## src/rtl/dmem_bridge.sv

```systemverilog
// dmem_bridge: turns single-cycle MEM-stage accesses into valid/ready bus beats, extends
// load data, stalls the pipeline while busy and flags illegal accesses and bus timeouts.
module dmem_bridge #(
  parameter int TIMEOUT = 255,
  parameter int TMO_W = 16
) (
  input  logic        clk,
  input  logic        rst,
  input  logic        req_valid,
  input  logic        req_we,
  input  logic [2:0]  req_funct3,
  input  logic [31:0] req_addr,
  input  logic [31:0] req_wdata,
  output logic [31:0] rsp_rdata,
  output logic        mem_stall,
  output logic        fault,
  output logic        bus_valid,
  output logic        bus_we,
  output logic [3:0]  bus_be,
  output logic [31:0] bus_addr,
  output logic [31:0] bus_wdata,
  input  logic        bus_ready,
  input  logic [31:0] bus_rdata
);
  localparam logic [1:0] IDLE = 2'd0, REQ = 2'd1, DONE = 2'd2;
  logic [1:0] state;
  logic we_q;
  logic [2:0] f3_q;
  logic [31:0] addr_q, wdata_q, rdata_q;
  logic [3:0] be_q;
  logic [TMO_W-1:0] cnt;
  logic legal, start, tmo, fin;
  logic [3:0] be;
  logic [31:0] lanes, shifted, ext;
  always_comb begin
    legal = req_we ? req_funct3 <= 3'd2 : (req_funct3[1:0] != 2'd3 && req_funct3 != 3'd6);
    legal = legal && !(req_funct3[1:0] == 2'd1 && req_addr[0])
                  && !(req_funct3[1:0] == 2'd2 && req_addr[1:0] != 2'd0);
    be = req_funct3[1:0] == 2'd0 ? 4'b0001 << req_addr[1:0] :
         req_funct3[1:0] == 2'd1 ? 4'b0011 << req_addr[1:0] : 4'b1111;
    lanes = req_funct3[1:0] == 2'd0 ? {4{req_wdata[7:0]}} :
            req_funct3[1:0] == 2'd1 ? {2{req_wdata[15:0]}} : req_wdata;
    shifted = bus_rdata >> {addr_q[1:0], 3'b000};
    ext = f3_q == 3'd0 ? {{24{shifted[7]}}, shifted[7:0]} :
          f3_q == 3'd1 ? {{16{shifted[15]}}, shifted[15:0]} :
          f3_q == 3'd4 ? {24'd0, shifted[7:0]} :
          f3_q == 3'd5 ? {16'd0, shifted[15:0]} : bus_rdata;
  end
  assign start = state == IDLE && req_valid && legal;
  // ready in the terminal-count cycle wins over the timeout
  assign tmo = state == REQ && !bus_ready && cnt == TMO_W'(TIMEOUT - 1);
  assign fin = state == REQ && (bus_ready || tmo);
  assign mem_stall = start || state == REQ;
  assign fault = (state == IDLE && req_valid && !legal) || tmo;
  assign bus_valid = state == REQ;
  assign bus_we = bus_valid && we_q;
  assign bus_be = bus_valid ? be_q : 4'd0;
  assign bus_addr = bus_valid ? {addr_q[31:2], 2'b00} : 32'd0;
  assign bus_wdata = bus_valid ? wdata_q : 32'd0;
  assign rsp_rdata = state == DONE ? rdata_q : 32'd0;
  always_ff @(posedge clk or posedge rst) begin
    if (rst) begin
      state <= IDLE;
      we_q <= 1'b0;
      f3_q <= 3'd0;
      addr_q <= '0;
      wdata_q <= '0;
      rdata_q <= '0;
      be_q <= '0;
      cnt <= '0;
    end else begin
      state <= start ? REQ : state == REQ ? (fin ? DONE : REQ) : IDLE;
      cnt <= (state == REQ && !bus_ready) ? cnt + 1'b1 : '0;
      if (start) begin
        we_q <= req_we;
        f3_q <= req_funct3;
        addr_q <= req_addr;
        wdata_q <= lanes;
        be_q <= be;
      end
      if (fin) rdata_q <= (bus_ready && !we_q) ? ext : 32'd0;
    end
  end
endmodule
```

## config.mk

```make
export PLATFORM = sky130hd
export DESIGN_NAME = dmem_bridge
export DESIGN_NICKNAME = d
export VERILOG_FILES = /design/src/rtl/dmem_bridge.sv
export SDC_FILE = /design/constraint.sdc
export NUM_CORES = 1
export LEC_CHECK = 0
export CAP_MARGIN = 10
export CORE_MARGIN = 2
export CORE_UTILIZATION = 50
export CTS_CLUSTER_SIZE = 24
export DETAILED_ROUTE_END_ITERATION = 10
export DONT_BUFFER_PORTS = 1
export HOLD_SLACK_MARGIN = 0.06
export PLACE_DENSITY = 0.79
export RECOVER_POWER = 50
export SKIP_CTS_REPAIR_TIMING = 1
export SKIP_LAST_GASP = 1
export SYNTH_ARGS = -nofsm -noshare
export SYNTH_HDL_FRONTEND = slang
export SYNTH_SLANG_ARGS = --single-unit
```

## constraint.sdc

```tcl
create_clock -name clk -period 4.46 [get_ports clk]
set_clock_uncertainty 0.15 [all_clocks]
set_input_delay 0.892 -clock clk [delete_from_list [all_inputs] [get_ports clk]]
set_output_delay 0.892 -clock clk [all_outputs]
set_load 0.05 [all_outputs]
```

**Word level (Yosys, flattened, before mapping)**

Cells that the tools add are included.
W data, S select, Z words.

- Flip-flop bits (word level): 122
- Input bits: 104

- $add $sub $neg: 1
- Order comparisons: 1
- Eq/ne operators: 10
- Shift-type cells: 3
- Multiplexer cells: 18
- Reductions and logical operators: 25

Operators by type and width:

| kind | count |
|---|---|
| $mux W32 | 10 |
| $shr A32 B5 Y16 | 1 |
| $add A16 B1 Y16 const B | 1 |
| $eq A16 B8 Y1 const B | 1 |
| $mux W16 | 1 |
| $logic_and A1 B1 Y1 | 13 |
| $mux W4 | 3 |
| $eq A3 B3 Y1 const B | 2 |
| $mux W2 | 3 |
| $logic_not A1 Y1 | 5 |
| $eq A2 B1 Y1 const B | 2 |
| $eq A2 B2 Y1 const B | 2 |
| $logic_not A2 Y1 | 2 |
| $shl A1 B2 Y4 const A | 1 |
| $shl A2 B2 Y4 const A | 1 |
| $eq A3 B1 Y1 const B | 1 |
| $le A3 B2 Y1 const B | 1 |
| $logic_not A3 Y1 | 1 |
| $logic_or A1 B1 Y1 | 3 |
| $ne A3 B3 Y1 const B | 1 |
| $ne A2 B2 Y1 const B | 1 |
| $reduce_bool A2 Y1 | 1 |
| $mux W1 | 1 |

**Logic depth before layout (Yosys ltp)**

Gate-level depths: netlist of run 1.

- Word-level depth: 8
- Depth in mapped cells: 8
- Gate-level depth less buffers: 6

**Least setup slack after synthesis of run 1**

No wires, ideal clock.

- Kind: input to output
- Start point: in req_addr[0]
- End point: out mem_stall
- Arrival: 2.463 ns
- Data required time: 3.418 ns
- Setup slack: 0.955 ns
- Stages: 8
- Path through: inv_1 > ha_1 > nand2b_1 > a221oi_1 > nand3_1 > buf_2 > buf_2 > o21ai_0

- Longest elaborated chain between the ends: 6
- Elaborated cells on any way between the ends: 9

RTL lines:

| what | line | text |
|---|---|---|
| start: declaration | 12 | `input logic [31:0] req_addr,` |
| $reduce_bool A2 Y1 or $logic_and A1 B1 Y1 (tied branches) | 38, 37 |  |
| $logic_and A1 B1 Y1 or $logic_not A1 Y1 (tied branches) | 38, 37 |  |
| $logic_not A1 Y1 or $logic_and A1 B1 Y1 (tied branches) | 38, 37 |  |
| $logic_and A1 B1 Y1 (*) | 38 | `&& !(req_funct3[1:0] == 2'd2 && req_addr[1:0] != 2'd0);` |
| $logic_and A1 B1 Y1 (*) | 49 | `assign start = state == IDLE && req_valid && legal;` |
| $logic_or A1 B1 Y1 (*) | 53 | `assign mem_stall = start \|\| state == REQ;` |
| end: declaration | 15 | `output logic mem_stall,` |

Every way passes the cells marked *; elsewhere a longest branch is shown, timed or not.

**Final worst setup path of run 1**

- Start point: reg cnt[8]
- End point: out fault

- Longest elaborated chain between the ends: 3

RTL lines:

| what | line | text |
|---|---|---|
| start: declaration | 31 | `logic [TMO_W-1:0] cnt;` |
| start signal: assignment | 73 | `cnt <= (state == REQ && !bus_ready) ? cnt + 1'b1 : '0;` |
| $eq A16 B8 Y1 | 51 | `assign tmo = state == REQ && !bus_ready && cnt == TMO_W'(TIMEOUT - 1);` |
| $logic_and A1 B1 Y1 | 51 |  |
| $logic_or A1 B1 Y1 | 54 | `assign fault = (state == IDLE && req_valid && !legal) \|\| tmo;` |
| end: declaration | 16 | `output logic fault,` |

Every way passes these cells.

==> summary.txt, run 1 <==
Die
  • Ports: 208
  • Die Span X: 120.1 um
  • Core ar.: approximately 13000 sq um
  • Chip height: 120.1 um
  • FP Rows: 42
  • Die ar.: 14420 sq um
  • Starting Density: 51.09%

CTS
  • Clock buffer depth: 2
  • Clock buffer count from CTS: 17
  • Clock transition at the registers of the reported paths: 0.05 ns
  • Worst skew pair latency: 0.41 ns
  • H-Tree Level Count: 4
  • Num Clock Sinks: 122
  • Clock Tree Root: clkbuf_16
  • CTS tree: built

Yosys
  • Yosys top cell by area: dfrtp_1
  • Ranking of synthesized cells by area: dfrtp_1, mux2_1, and2_1
  • Synth Area in Compound Gates: 13.63%
  • Yosys warns: 0
  • Post-Syn Instances: 596
  • Area share of the largest cell type after synthesis: between 40% and 50%
  • Synth Area in Adders: roughly 1.1%
  • Synth Register Bits: 122
  • XOR/XNOR share of the synthesized area: 1.690%
  • Netlist cell types: 50
  • Post-synth EDFFs: 0
  • Largest family of logic cells by synthesized area: multiplexers
  • Post-synthesis mux area share: about 17%
  • Part of the Yosys area used for sequential elements: a little under half
  • Ys flop type: dfrtp_1
  • Syn avg cell area: 11.31 sq um
  • Post-synthesis simple-gate area fraction: between 10% and 20%
  • Cell Area, Synth: approximately 6700 sq um
  • Ys async rst share: 100.0%

GRT
  • GRT overflow: 0
  • GRT Overall Usage: 22.24%
  • Vias in the first global route: 4676
  • Number of antenna violations at the first check in global routing: 0
  • Largest net degree at the start of global routing: 74
  • First-pass GRT wire length: approximately 25000 um

Timing
  • Slew HR: -66.42%
  • Final hold violation count: 0
  • Final setup vio count: 0
  • RSZ-0062 raised after global routing: no
  • Final worst-path setup slack: ~0.74 ns
  • Least-Margin Pin Slew: 2.483 ns
  • Peak Freq: 269.0 MHz
  • Final period util: 83.34%
  • Min Tclk post-route: between 3 and 4 ns
  • Slew Viols, Final: 165
  • Setup tns final: 0 ns

Run
  • Number of max-cap violations: 4

Cells and area
  • # fillers: approximately 1100
  • Commonest non-fill, non-tap cells in the layout: dfrtp_1, and2_1, mux2_1
  • Leading cell type in the layout, fill and taps excluded: dfrtp_1
  • Layout area overhead: 10.08%
  • # diodes: 0
  • Share of cells above drive strength 1: between 15 and 20%
  • Fin nets: approximately 700

Setup path
  • Cell chain of the critical path: or4_4, nor4_1, inv_1, o22ai_1, buf_4
  • Worst path required time: 3.42 ns
  • Crit path max fanout: 5
  • Element type at the critical path start: register
  • Slowest Stage Delay on Critical Path: 0.78 ns
  • CP endpoint kind: primary output
  • Critical Path AT: 2.67 ns
  • Critical path's slowest cell: nor4_1
  • Crit path kind: register to primary output

Drt
  • Vias per cell: between 5 and 6
  • Routed Antenna Nets: 0
  • Residual DRC count: 0
  • Met2 routed WL: 7623 um
  • TritonRoute pass-1 iters: 5
  • Metal3 WL: 1319 um
  • Via count: 4561
  • WL met1: 6451 um
  • DRT Wirelength: ~16000 um
  • Top Layer Used: met4
  • Initial DRC Count: 373
  • Drt wl/cell: just over 20 um

Placement
  • Pre-CTS setup slack: between 1 and 1.5 ns
  • Dpl hpwl: 11150 um
  • IO buf count: 0
  • Routability congestion estimate: just under 0.9

Power and ir drop
  • Peak supply drop: 0.3467 mV
  • LEAKAGE: 3.102 nW
  • P per Cell Area: 577.3 nW/um^2

Status
  • Status: finished with violations
  • Failing checks: capacitance limit, slew limit

Worst hold path
  • Hold Crit Class: register to register
==> through the flow <==
step	cells	power, mW	hold slack, ns	utilization [%]	instance area [sq um]
floorplan	597	2.649	0.2981	-	6743
global placement	738	2.791	0.3156	51.79	6832
detailed placement	738	2.850	0.3171	51.79	6832
CTS	770	4.336	0.3211	56.63	7470
global route	770	4.492	0.3390	56.24	7418
finish	770	4.283	0.3292	56.24	7418
==> Yosys cell counts (2+ instances only) <==
library cell  instances
dfrtp_1             122
a221oi_1              2
inv_1                 9
nand2_1              20
clkbuf_1             21
o21ai_0              28
a21oi_1               9
xnor2_1               8
a22oi_1              16
mux2_1               71
buf_4                 3
and2_1               98
nand3b_1              2
nor3_1                4
mux2_2               17
nor2b_1               5
nor4_1                4
ha_1                  6
mux2i_1              18
nor2_1               21
buf_2                13
nand3_1               7
xor2_1                5
nand2b_1             18
a221o_1               7
nand4_1               4
buf_1                 3
o2bb2ai_1             2
o2bb2ai_2            29
and4_1                2
buf_6                 3
==> power breakdown <==
part           switching [mW]  internal [mW]  total, mW  leakage (nW)
Sequential              0.260           1.45       1.71          1.52
Combinational           0.663          0.442       1.10          1.29
Clock                   0.490          0.977       1.47         0.297
Total                    1.41           2.87       4.28          3.10
==> kinds of logic after synthesis <==
family / after synthesis
simple gates: 194
flops: 122
mux: 106
compound gates: 101
buf+inv: 53
xor+xnor: 13
fa+ha+maj: 6
other cells: 1
==> flip-flops by register name, indices dropped and copies added, names as in the netlist <==
register	cells
cnt	16
be_q	4
addr_q	32
f3_q	3
we_q	1
rdata_q	32
wdata_q	32
state	2
==> area by class of cell <==
class	instances	area, sq um	area share, %
flip-flops and latches	122	3053	41.15
inverters	10	38.79	0.5229
multi-input cells	422	3420	46.10
repair buffers	8	48.80	0.6578
well taps	176	220.2	2.968
clock buffers	21	470.5	6.342
clock inverters	11	167.7	2.260
==> metal layers <==
layer | GRT usage (%) | vias up
li1 | - | 2068
met1 | 27.94 | 2300
met2 | 35.65 | 169
met3 | 7.319 | 24
met4 | 8.529 | 0
met5 | 0 | -
==> critical path: cells and delay by family, from the launching register on <==
family / cells / cell delay [ns]
simple gates: 2 / 1.32
flops: 1 / 0.43
buf+inv: 2 / 0.34
compound gates: 1 / 0.17
==> final timing paths <==
check                                   startpoint  slack [ns]  cells past startpoint                      end
max in group asynchronous                      rst        1.53                      2  wdata_q[31]$_DFFE_PP0P_
min reg2reg                rdata_q[31]$_DFFE_PP0P_        0.33                      1  rdata_q[31]$_DFFE_PP0P_
min in group asynchronous                      rst        0.88                      1   addr_q[28]$_DFFE_PP0P_
max reg2reg                       cnt[8]$_DFF_PP0_        1.01                      5   rdata_q[7]$_DFFE_PP0P_
min                        rdata_q[31]$_DFFE_PP0P_        0.33                      1  rdata_q[31]$_DFFE_PP0P_
max                               cnt[8]$_DFF_PP0_        0.74                      5                    fault
Note: power is estimated with default switching activity, not from simulation.
==> run 2: changes to the inputs <==
--- a/config.mk
+++ b/config.mk
@@ -12,7 +12,7 @@
 export DETAILED_ROUTE_END_ITERATION = 10
 export DONT_BUFFER_PORTS = 1
 export HOLD_SLACK_MARGIN = 0.06
-export PLACE_DENSITY = 0.79
+export PLACE_DENSITY = 0.76
 export RECOVER_POWER = 50
 export SKIP_CTS_REPAIR_TIMING = 1
 export SKIP_LAST_GASP = 1
==> constraint.sdc (replaced) <==
create_clock -name clk -period 3.8 [get_ports clk]
set_clock_uncertainty 0.15 [all_clocks]
set_input_delay 0.76 -clock clk [delete_from_list [all_inputs] [get_ports clk]]
set_output_delay 0.76 -clock clk [all_outputs]
set_load 0.05 [all_outputs]
==> summary.txt, run 2 (synthesized netlist as in run 1, its figures left out) <==
Status
  • Status: finished with violations
  • Failing checks: capacitance limit, slew limit

Worst hold path
  • Hold depth: 2
  • Min-delay src: bus_ready
  • Hold Crit Class: input port to register
  • Hold Crit Endpoint: state[1]$_DFF_PP0_

Run
  • Number of max-cap violations: 2

Setup path
  • Critical path's slowest cell: clkbuf_2
  • Worst flop-to-flop path startpoint: state[1]$_DFF_PP0_
  • Worst path required time: 3.92 ns
  • Cell chain of the critical path: inv_1, ha_1, nand2b_1, a221oi_1, clkbuf_1, nand3_4, clkbuf_2, mux2_1
  • Crit path kind: input port to register
  • Element type at the critical path start: input port
  • R2r endpoint: wdata_q[27]$_DFFE_PP0P_
  • Crit path max fanout: 73
  • R2R cell count: 4
  • Slowest Stage Delay on Critical Path: ~1 ns
  • Critical Path AT: 3.39 ns
  • CP endpoint kind: register
  • R2R Setup Slk: 0.99 ns

Drt
  • Initial DRC Count: 304
  • TritonRoute pass-1 iters: 4
  • Routed Antenna Nets: 0
  • Via count: 4490
  • Drt wl/cell: about 20 um
  • Vias per cell: about 5.8
  • Residual DRC count: 0
  • DRT Wirelength: between 15000 and 20000 um

Timing
  • Peak Freq: 305.8 MHz
  • RSZ-0062 raised after global routing: no
  • Slew Viols, Final: 120
  • Final hold violation count: 0
  • Setup tns final: 0 ns
  • Final setup vio count: 0
  • Final period util: 86.05%
  • Final worst-path setup slack: approximately 0.53 ns
  • Slew HR: -40.22%
  • Min Tclk post-route: between 3 and 4 ns
  • Least-Margin Pin Slew: 2.092 ns

Power and ir drop
  • Psw: 1.628 mW
  • Power share of the combinational group: 26.9%
  • LEAKAGE: between 3 and 4 nW
  • Clk network pwr share: approximately a third
  • Peak supply drop: roughly 0.30 mV
  • Switch share: 33.12%
  • Internal Pwr Total: 3.286 mW
  • Seq pwr share: slightly above 40%
  • P per Cell Area: 659.7 nW/um^2

Die
  • Ports: 208
  • Die Span X: around 120 um
  • Die ar.: 14420 sq um
  • FP Rows: 42
  • Core ar.: 13190 sq um
  • Chip height: around 120 um
  • Starting Density: around 51%

Placement
  • Routability congestion estimate: 0.8983
  • Placed instance area: 6868 sq um
  • Dpl cells: 741
  • Pre-CTS setup slack: 0.9324 ns
  • IO buf count: 0
  • Dpl hpwl: 10970 um

GRT
  • Number of antenna violations at the first check in global routing: 1
  • Vias in the first global route: about 4600
  • First-pass GRT wire length: about 24000 um
  • Largest net degree at the start of global routing: 74
  • GRT overflow: 0
  • GRT Overall Usage: a little over a fifth

Cells and area
  • Largest regs: addr_q (32), rdata_q (32), wdata_q (32)
  • Layout area overhead: 10.53%
  • Fin cells: 774
  • Share of cells above drive strength 1: between 10% and 20%
  • Commonest non-fill, non-tap cells in the layout: dfrtp_1, and2_1, mux2_1
  • Leading cell type in the layout, fill and taps excluded: dfrtp_1
  • Fin nets: ~700
  • Final Cell Area: 7448 sq um

CTS
  • H-Tree Level Count: 4
  • Clock buffer count from CTS: 17
  • Worst skew pair latency: between 0.4 and 0.5 ns
  • Clock Tree Root: clkbuf_16
  • Num Clock Sinks: 122
  • Clock buffer depth: 2
  • Clock transition at the registers of the reported paths: 0.05 ns
  • CTS tree: built
run 2: metal layers:
layer | wire length, um | vias up | track usage, %
li1 | - | 2072 | -
met1 | 6154 | 2245 | 26.43
met2 | 7747 | 145 | 35.30
met3 | 1124 | 28 | 6.321
met4 | 402 | 0 | 9.485
met5 | 0 | - | 0
run 2: power by group through the flow:
stage / clock network (mW) / registers (mW) / logic [mW]
final: 1.59 / 2.00 / 1.32
after floorplan: 0 / 1.88 / 1.23
after CTS: 1.63 / 2.00 / 1.33
after detailed placement: 0 / 2.02 / 1.33
after global routing: 1.69 / 2.06 / 1.42
after global placement: 0 / 2.00 / 1.29
run 2: worst max path at each step:
| stage | to | from | slack, ns |
|---|---|---|---|
| after global placement | wdata_q[21]$_DFFE_PP0P_ | req_addr[0] | 1.04 |
| after detailed placement | wdata_q[27]$_DFFE_PP0P_ | req_addr[0] | 0.93 |
| final | wdata_q[27]$_DFFE_PP0P_ | req_addr[0] | 0.53 |
| after floorplan | mem_stall | req_addr[0] | 0.56 |
| after global routing | wdata_q[3]$_DFFE_PP0P_ | req_addr[0] | 0.34 |
| after CTS | fault | cnt[8]$_DFF_PP0_ | 0.62 |
run 2: area by class of cell:
type	count	area, sq um
clock buffer	25	505.5
tap	176	220.2
sequential	122	3053
clock inverter	7	87.58
antenna	1	2.502
inverter	10	38.79
multi-input combinational	422	3458
fill	1143	5742
timing repair buffer	11	82.58
run 2: critical path: cells and delay by family:
kind | cells | cell delay [ns]
buffers and inverters | 3 | 1.29
multiplexers | 1 | 0.71
AND/OR/NAND/NOR | 2 | 0.16
adder cells (fa/ha/maj) | 1 | 0.19
AO/OA/AOI/OAI | 1 | 0.23
run 2: through the flow:
stage / util, % / total power [mW] / hold WS [ns]
after floorplan: - / 3.110 / 0.2981
after global placement: 52.07 / 3.287 / 0.3146
after detailed placement: 52.07 / 3.350 / 0.3230
after CTS: 56.56 / 4.964 / 0.2931
after global routing: 56.47 / 5.170 / 0.3024
final: 56.47 / 4.913 / 0.3123
